[config.mk]
export PLATFORM = sky130hd
export DESIGN_NAME = seg_scan_ctrl
export DESIGN_NICKNAME = d
export VERILOG_FILES = /design/src/rtl/seg_scan_ctrl.sv
export SDC_FILE = /design/constraint.sdc
export NUM_CORES = 1
export LEC_CHECK = 0
export CORE_UTILIZATION = 51
export DETAILED_ROUTE_END_ITERATION = 16
export PLACE_DENSITY_LB_ADDON = 0.1
export SYNTH_ARGS = -nofsm -noshare
export SYNTH_HDL_FRONTEND = slang
export SYNTH_SLANG_ARGS = --single-unit
[constraint.sdc]
create_clock -name clk -period 1.9 [get_ports clk]
set_input_delay 0.475 -clock clk [delete_from_list [all_inputs] [get_ports clk]]
set_output_delay 0.475 -clock clk [all_outputs]
set_load 0.01 [all_outputs]
[src/rtl/seg_scan_ctrl.sv]
`timescale 1ns/1ps
// seg_scan_ctrl
// Display sequencer for the 4-digit multiplexed common-anode 7-segment board.
// A three-state FSM (STOP/RUN/HOLD), advanced by a one-cycle key strobe,
// owns a 4-digit BCD counter. The counter steps every STEP_TICKS scan ticks
// while running. A free-running scan divider multiplexes the counter onto
// the digit drivers, one digit slot every SCAN_DIV clocks.
//
// Ports:
//   clk        system clock
//   rst        asynchronous, active-low reset
//   key_pulse  debounced press strobe, one clk wide
//   an[3:0]    digit enables, active-low, an[i]=0 selects digit i
//   seg[7:0]   segments, active-low, {dp,g,f,e,d,c,b,a}
//   mode[1:0]  FSM state: 00 STOP, 01 RUN, 10 HOLD
//   count_bcd  counter value, four BCD nibbles, [3:0] = digit 0
module seg_scan_ctrl #(
  parameter int SCAN_DIV   = 50000,  // clk cycles per digit slot, >= 2
  parameter int STEP_TICKS = 100     // scan ticks per count step, >= 1
) (
  input  logic        clk,
  input  logic        rst,
  input  logic        key_pulse,
  output logic [3:0]  an,
  output logic [7:0]  seg,
  output logic [1:0]  mode,
  output logic [15:0] count_bcd
);

  localparam int SCAN_W = $clog2(SCAN_DIV);
  // A single-tick step still needs a one-bit counter to keep widths legal.
  localparam int STEP_W = (STEP_TICKS > 1) ? $clog2(STEP_TICKS) : 1;
  localparam logic [SCAN_W-1:0] SCAN_LAST = SCAN_W'(SCAN_DIV - 1);
  localparam logic [STEP_W-1:0] STEP_LAST = STEP_W'(STEP_TICKS - 1);

  typedef enum logic [1:0] {
    ST_STOP = 2'b00,
    ST_RUN  = 2'b01,
    ST_HOLD = 2'b10
  } state_t;

  state_t             state_reg, state_next;
  logic [SCAN_W-1:0]  scan_cnt_reg;
  logic [1:0]         idx_reg;
  logic [STEP_W-1:0]  step_cnt_reg, step_cnt_next;
  logic [15:0]        count_reg, count_next;
  logic [3:0]         an_reg, an_next;
  logic [7:0]         seg_reg, seg_next;

  logic               scan_tick;
  logic [3:0]         nib [4];
  logic [15:0]        count_inc;   // count_reg + 1 in BCD, 9999 wraps to 0000
  logic [3:0]         carry;       // carry[i]: the increment reaches nibble i
  logic [3:1]         upper_zero;  // upper_zero[i]: nibbles i..3 are all zero
  logic [3:0]         blank;       // leading-zero blanking per digit
  logic [3:0]         nib_sel;
  logic               blank_sel;

  assign scan_tick = (scan_cnt_reg == SCAN_LAST);

  // Per-digit BCD increment and leading-zero detection.
  genvar gi;
  generate
    for (gi = 0; gi < 4; gi++) begin : g_digit
      assign nib[gi] = count_reg[gi*4 +: 4];
      assign count_inc[gi*4 +: 4] =
        carry[gi] ? ((nib[gi] == 4'd9) ? 4'd0 : nib[gi] + 4'd1) : nib[gi];

      if (gi == 0) begin : g_lsd
        assign carry[gi] = 1'b1;
        assign blank[gi] = 1'b0;  // digit 0 always shows, even for 0000
      end else begin : g_upper
        assign carry[gi] = carry[gi-1] & (nib[gi-1] == 4'd9);
        assign blank[gi] = upper_zero[gi];
      end

      if (gi == 3) begin : g_msd
        assign upper_zero[gi] = (nib[gi] == 4'd0);
      end else if (gi > 0) begin : g_mid
        assign upper_zero[gi] = (nib[gi] == 4'd0) & upper_zero[gi+1];
      end
    end
  endgenerate

  // Active-low segment pattern {g,f,e,d,c,b,a}; non-BCD values show blank.
  function automatic logic [6:0] seg_code(input logic [3:0] d);
    logic [6:0] s;
    case (d)
      4'd0:    s = 7'h40;
      4'd1:    s = 7'h79;
      4'd2:    s = 7'h24;
      4'd3:    s = 7'h30;
      4'd4:    s = 7'h19;
      4'd5:    s = 7'h12;
      4'd6:    s = 7'h02;
      4'd7:    s = 7'h78;
      4'd8:    s = 7'h00;
      4'd9:    s = 7'h10;
      default: s = 7'h7F;
    endcase
    return s;
  endfunction

  assign nib_sel   = nib[idx_reg];
  assign blank_sel = blank[idx_reg];

  // Pattern for the slot currently being served. The decimal point lights
  // on digit 0 only while the counter is held.
  always_comb begin
    an_next       = ~(4'b0001 << idx_reg);
    seg_next[6:0] = blank_sel ? 7'h7F : seg_code(nib_sel);
    seg_next[7]   = ~((idx_reg == 2'd0) && (state_reg == ST_HOLD));
  end

  // Scan divider and digit drivers; the scan runs in every mode.
  always_ff @(posedge clk or negedge rst) begin
    if (!rst) begin
      scan_cnt_reg <= '0;
      idx_reg      <= 2'd0;
      an_reg       <= 4'hF;
      seg_reg      <= 8'hFF;
    end else if (scan_tick) begin
      scan_cnt_reg <= '0;
      idx_reg      <= idx_reg + 2'd1;
      an_reg       <= an_next;
      seg_reg      <= seg_next;
    end else begin
      scan_cnt_reg <= scan_cnt_reg + SCAN_W'(1);
    end
  end

  // Mode FSM and counter state.
  always_ff @(posedge clk or negedge rst) begin
    if (!rst) begin
      state_reg    <= ST_STOP;
      step_cnt_reg <= '0;
      count_reg    <= 16'h0000;
    end else begin
      state_reg    <= state_next;
      step_cnt_reg <= step_cnt_next;
      count_reg    <= count_next;
    end
  end

  // A key press takes priority over a step that lands on the same cycle.
  always_comb begin
    state_next    = state_reg;
    step_cnt_next = step_cnt_reg;
    count_next    = count_reg;
    case (state_reg)
      ST_STOP: begin
        if (key_pulse) begin
          state_next    = ST_RUN;
          step_cnt_next = '0;
        end
      end
      ST_RUN: begin
        if (key_pulse) begin
          state_next = ST_HOLD;
        end else if (scan_tick) begin
          if (step_cnt_reg == STEP_LAST) begin
            step_cnt_next = '0;
            count_next    = count_inc;
          end else begin
            step_cnt_next = step_cnt_reg + STEP_W'(1);
          end
        end
      end
      ST_HOLD: begin
        if (key_pulse) begin
          state_next    = ST_STOP;
          step_cnt_next = '0;
          count_next    = 16'h0000;
        end
      end
      default: begin
        state_next    = ST_STOP;
        step_cnt_next = '0;
        count_next    = 16'h0000;
      end
    endcase
  end

  assign an        = an_reg;
  assign seg       = seg_reg;
  assign mode      = state_reg;
  assign count_bcd = count_reg;

endmodule

=== Yosys cells after proc, flatten, opt, wreduce, memory -nomap -nowiden ===
Memory sizes are Yosys's and may differ from the RTL's.
Cells that the tools add are included.

* Word-level logic and storage cells: 88
* Output and inout bits: 30
* Bits in read-only memories: 112
* Memories kept: 1
* Register bits: 55

{| class="wikitable"
|+ Memories
! memory !! words !! bits a word !! rd ports !! clocked after memory_dff !! write ports !! line !! RTL
|-
| (name not given) || 16 || 7 || 1 || 0 || 0 || 88 || <nowiki>case (d)</nowiki>
|}

* Bitwise operators: 8
* Order comparisons: 2
* Muxes and demuxes: 28
* Shift operators: 1
* Add/subtract/negate cells: 7
* Eq/ne operators: 18
* Reductions and logical operators: 13

{| class="wikitable"
|+ Operators with widths
! kind !! count
|-
| $mux 16 || 5
|-
| $pmux 16 s3 || 1
|-
| $mux 4 || 9
|-
| $mux 7 || 5
|-
| $ne 2x2->1 const B || 9
|-
| $reduce_and 6->1 || 3
|-
| $add 16x1->16 const B || 1
|-
| $add 4x1->4 const B || 4
|-
| $eq 16x16->1 const B || 1
|-
| $eq 4x4->1 const B || 4
|-
| $pmux 7 s2 || 1
|-
| $logic_not 4->1 || 3
|-
| $bmux 4 s2 || 1
|-
| $add 7x1->7 const B || 1
|-
| $eq 7x7->1 const B || 1
|-
| $mux 2 || 3
|-
| $pmux 2 s3 || 1
|-
| $reduce_and 3->1 || 2
|-
| $reduce_and 5->1 || 1
|-
| $and 1x1->1 || 4
|-
| $logic_not 2->1 || 2
|-
| $not 4->4 || 1
|-
| $shl 1x2->4 const A || 1
|-
| $ge 3x3->1 const B || 1
|-
| other kinds (11) || 12
|}

=== Logic depth before layout (Yosys ltp) ===
* Depth in word-level cells: 8
* Depth in mapped cells: 9
* Gate-level depth less buffers: 8

=== Worst setup path before layout ===
OpenSTA, ideal clock, no wires.

* Kind: register to register
* Start: reg scan_cnt_reg[0]
* End: reg count_reg[15] (netlist: count_bcd[15])
* Period minus slack after synthesis: 2018 ps
* Cell stages (with the launch flop): 8
* Data arrival time: 1892 ps
* Required time: 1774 ps
* Slack: -118 ps
* Path buffers: 1
* Cells stage by stage: dfrtp_1 -> ha_1 -> and3_1 -> and4_1 -> buf_4 -> a21oi_2 -> or4_4 -> a221o_1

* Cells in the longest elaborated chain, start to end: 3

{| class="wikitable"
|+ RTL lines
! element !! line !! RTL
|-
| from (decl) || 43 || <nowiki>logic [SCAN_W-1:0] scan_cnt_reg;</nowiki>
|-
| from (signal assigned) || 128 || <nowiki>scan_cnt_reg <= scan_cnt_reg + SCAN_W'(1);</nowiki>
|-
| $eq 16x16->1 || 59 || <nowiki>assign scan_tick = (scan_cnt_reg == SCAN_LAST);</nowiki>
|-
| $ne 2x2->1 (no line) || -- ||
|-
| $reduce_and 6->1 (no line) || -- ||
|-
| to (signal assigned) || 141 || <nowiki>count_reg <= count_next;</nowiki>
|-
| to (decl) || 46 || <nowiki>logic [15:0] count_reg, count_next;</nowiki>
|}

Every way passes these cells.
A chain may end at the register's enable or synchronous reset.

=== Final worst setup path ===
* Start: reg step_cnt_reg[0]
* End: reg count_reg[15] (netlist: count_bcd[15])

* Cells in the longest elaborated chain, start to end: 3

{| class="wikitable"
|+ RTL lines
! element !! line !! RTL
|-
| from (decl) || 45 || <nowiki>logic [STEP_W-1:0] step_cnt_reg, step_cnt_next;</nowiki>
|-
| from (signal assigned) || 140 || <nowiki>step_cnt_reg <= step_cnt_next;</nowiki>
|-
| $eq 7x7->1 || 161 || <nowiki>if (step_cnt_reg == STEP_LAST) begin</nowiki>
|-
| $ne 2x2->1 (no line) || -- ||
|-
| $reduce_and 6->1 (no line) || -- ||
|}

Every way passes these cells.

==> results.yml <==
power:
  power.leakage_nw: 1.98
  power_density_nw_per_um2: 864
  ir_drop_v: 0.000706
logic_synthesis:
  syn_area_um2: 3120
  synthTopCellsByCount: "dfrtp_1 (43), nand2_1 (31), nor2_1 (31)"
  ys_seq_area_frac: 0.447
  synthAdderAreaFrac: 0.0763
  syn_inst: 321
  muxShareOfSynthArea: 0.0418
  syn_avg_cell_area_um2: 9.71
  yosys.area_share.simple: 0.216
  yosysUniqueCellTypes: 52
  synth_top_family_by_area: "simple AND/OR/NAND/NOR gates"
  syn-num-nets: 343
  synth.most_common_cell: "dfrtp_1"
  synth-seq-cells: 55
  synth-edff-count: 0
  synth_compound_area_frac: 0.137
  synth_xor_area_frac: 0.0450
  synth.area.top_cells: "dfrtp_1 (35%), dfstp_2 (10%), ha_1 (7.6%)"
  synth_top_area_share: 0.345
  yosysTopAreaCell: "dfrtp_1"
  ys_warn_count: 0
  async_reset_ff_frac: 1.00
  ys.flop_type: "dfrtp_1"
die:
  fp.dieH_um: 80.2
  ios: 33
  fp-row-count: 28
  initial_utilization: 0.526
  core_um2: 5920
  die_w_um: 80.2
  dieArea_um2: 6430
drt:
  avgViaCountPerCell: 5.49
  drt_iter0_markers: 114
  totalWireLength_um: 7760
  dr.pass1.iters: 4
  antenna_violating_nets_post_route: 0
  wl_per_cell_um: 15.4
  drc: 0
  vias: 2759
run:
  cap_violations: 0
finish:
  multiInputGateArea_um2: 1710
  instances_no_fill: 503
  drive_above_1_share: 0.301
  fin_area_um2: 4320
  fin_nets: 449
  seq_area_um2: 1390
  fillers: 427
  n_antenna_cell: 0
  area_growth_pct: 38.6
clock_tree:
  cts_buffers: 5
  clk_latency_ns: 0.32
  clk_pin_slew_ns: 0.11
  root_buffer: "clkbuf_8"
  clock-sinks: 55
  cts_hold_buf: 0
  htreeDepth: 2
  cts.path.max_buffers: 2
  cts_tree: "yes"
grt:
  antenna_found_initial: 0
  grt_pass1_wl_um: 12800
  overflow: 0
  grt_max_degree: 37
  grt_usage: 0.257
  grt_pass1_vias: 2703
timing:
  report.final.hold_viol_count: 0
  fin_crit_ns: 2.00
  fin_crit_sh: 1.05
  fmax_mhz: 499
  finalClockSkew_ns: 0.0119
  worst_pin_slew_ns: 0.486
  rsz0062_at_grt: "yes"
  relSlewSlack: 0.676
  maxSlewViolCount: 0
  setup_violations: 7
  setup_ws_ns: -0.104
place:
  dpl.hpwl_um: 5630
  io_buffers: 32
  dp_cells: 488
  placed_cell_area_um2: 4050
  place.gp.congestion: 0.871
  pre_cts_slack_ns: -0.369
setup_path:
  path_max_fanout: 5
  required_ns: 2.11
  startpoint_type: "register"
  r2r-start: "step_cnt_reg[0]"
  path_class: "reg2reg"
  cp_data_arrival_time_ns: 2.21
  crit_start: "step_cnt_reg[0]"
  end_kind: "register"
min_path:
  min_path_type: "in2async"
status:
  violations: "negative setup slack"
  outcome: "finished, violations left"
==> through the flow <==
stage	power (mW)	setup TNS, ns	util	hold WS [ns]
after global routing	3.95	-1.24	0.729	0.121
after detailed placement	2.84	-4.67	0.683	0.449
final	3.73	-0.429	0.729	0.110
after CTS	3.66	-0.271	0.713	0.115
after floorplan	2.11	-0.0940	-	0.179
after global placement	2.80	-3.75	0.683	0.443
==> power breakdown <==
part,leakage [nW],switching [mW],internal [mW]
combinational,1.23,0.836,0.766
sequential,0.693,0.0590,1.27
clock,0.0556,0.407,0.387
total,1.98,1.30,2.43
==> path summary, 6_finish.rpt <==
path / endpoint / slack [ns] / depth (start not counted)
min reg2reg: seg[7] / 0.46 / 2
max reg2reg: count_bcd[15] / -0.10 / 6
max: count_bcd[15] / -0.10 / 6
min in group clk: seg[7] / 0.46 / 2
max in group asynchronous: seg[6] / 1.32 / 2
min: scan_cnt_reg[12] / 0.11 / 2
==> layer usage <==
metal  global-route usage  routed length, um  vias to the layer above
met5                    0                  0                        -
met3               0.0364                250                       14
met1                0.345               3570                     1332
met4               0.0750                143                        0
li1                     -                  -                     1351
met2                0.432               3800                       62
==> worst max-delay path, stage by stage (launching register included) <==
cell	delay (ns)
dfrtp_1	0.37
ha_2	0.18
nand4b_1	0.20
nor4_4	0.28
a21oi_4	0.11
or4_4	0.44
a221o_1	0.32
==> cell families after synthesis <==
family / count (synthesis)
flops: 55
simple gates: 126
mux: 8
buf+inv: 30
compound gates: 67
fa+ha+maj: 19
xor+xnor: 16
==> final cells by class <==
type,count,area share
Clock inverter,3,0.00899
Multi-Input combinational cell,236,0.396
Timing Repair Buffer,113,0.221
Tap cell,75,0.0217
Clock buffer,5,0.0159
Sequential cell,55,0.322
Inverter,16,0.0139
==> timing repair <==
item	CTS	global route
resized for setup	6	23
endpoints found under the setup margin	13	30
buffers inserted	5	3
pin swaps	5	6
==> cell usage in the layout, fill, tap and decap left out, types with 2 or more instances in the layout <==
cell type,instances
and2_1,4
dlymetal6s2s_1,5
mux2i_1,4
or4_4,2
nor2_1,31
buf_4,77
a21oi_2,2
and3_1,5
a221o_1,2
o21ai_1,2
nor2b_1,3
and3_4,2
a21o_1,3
inv_2,2
o21ai_0,23
dfstp_2,12
nor3_1,3
and4_1,2
buf_6,3
ha_1,17
a21oi_1,9
o22ai_1,2
mux4_2,4
nand2b_1,3
nand2_1,31
dfrtp_1,43
xnor2_1,10
clkdlybuf4s50_1,26
xor2_1,6
nand4_1,8
clkbuf_8,5
o31ai_1,8
nor4_1,3
inv_1,14
nand3_1,12
o31ai_2,2
or4_1,3
nand3b_1,4
No activity file was read; power rests on OpenSTA's default activity.
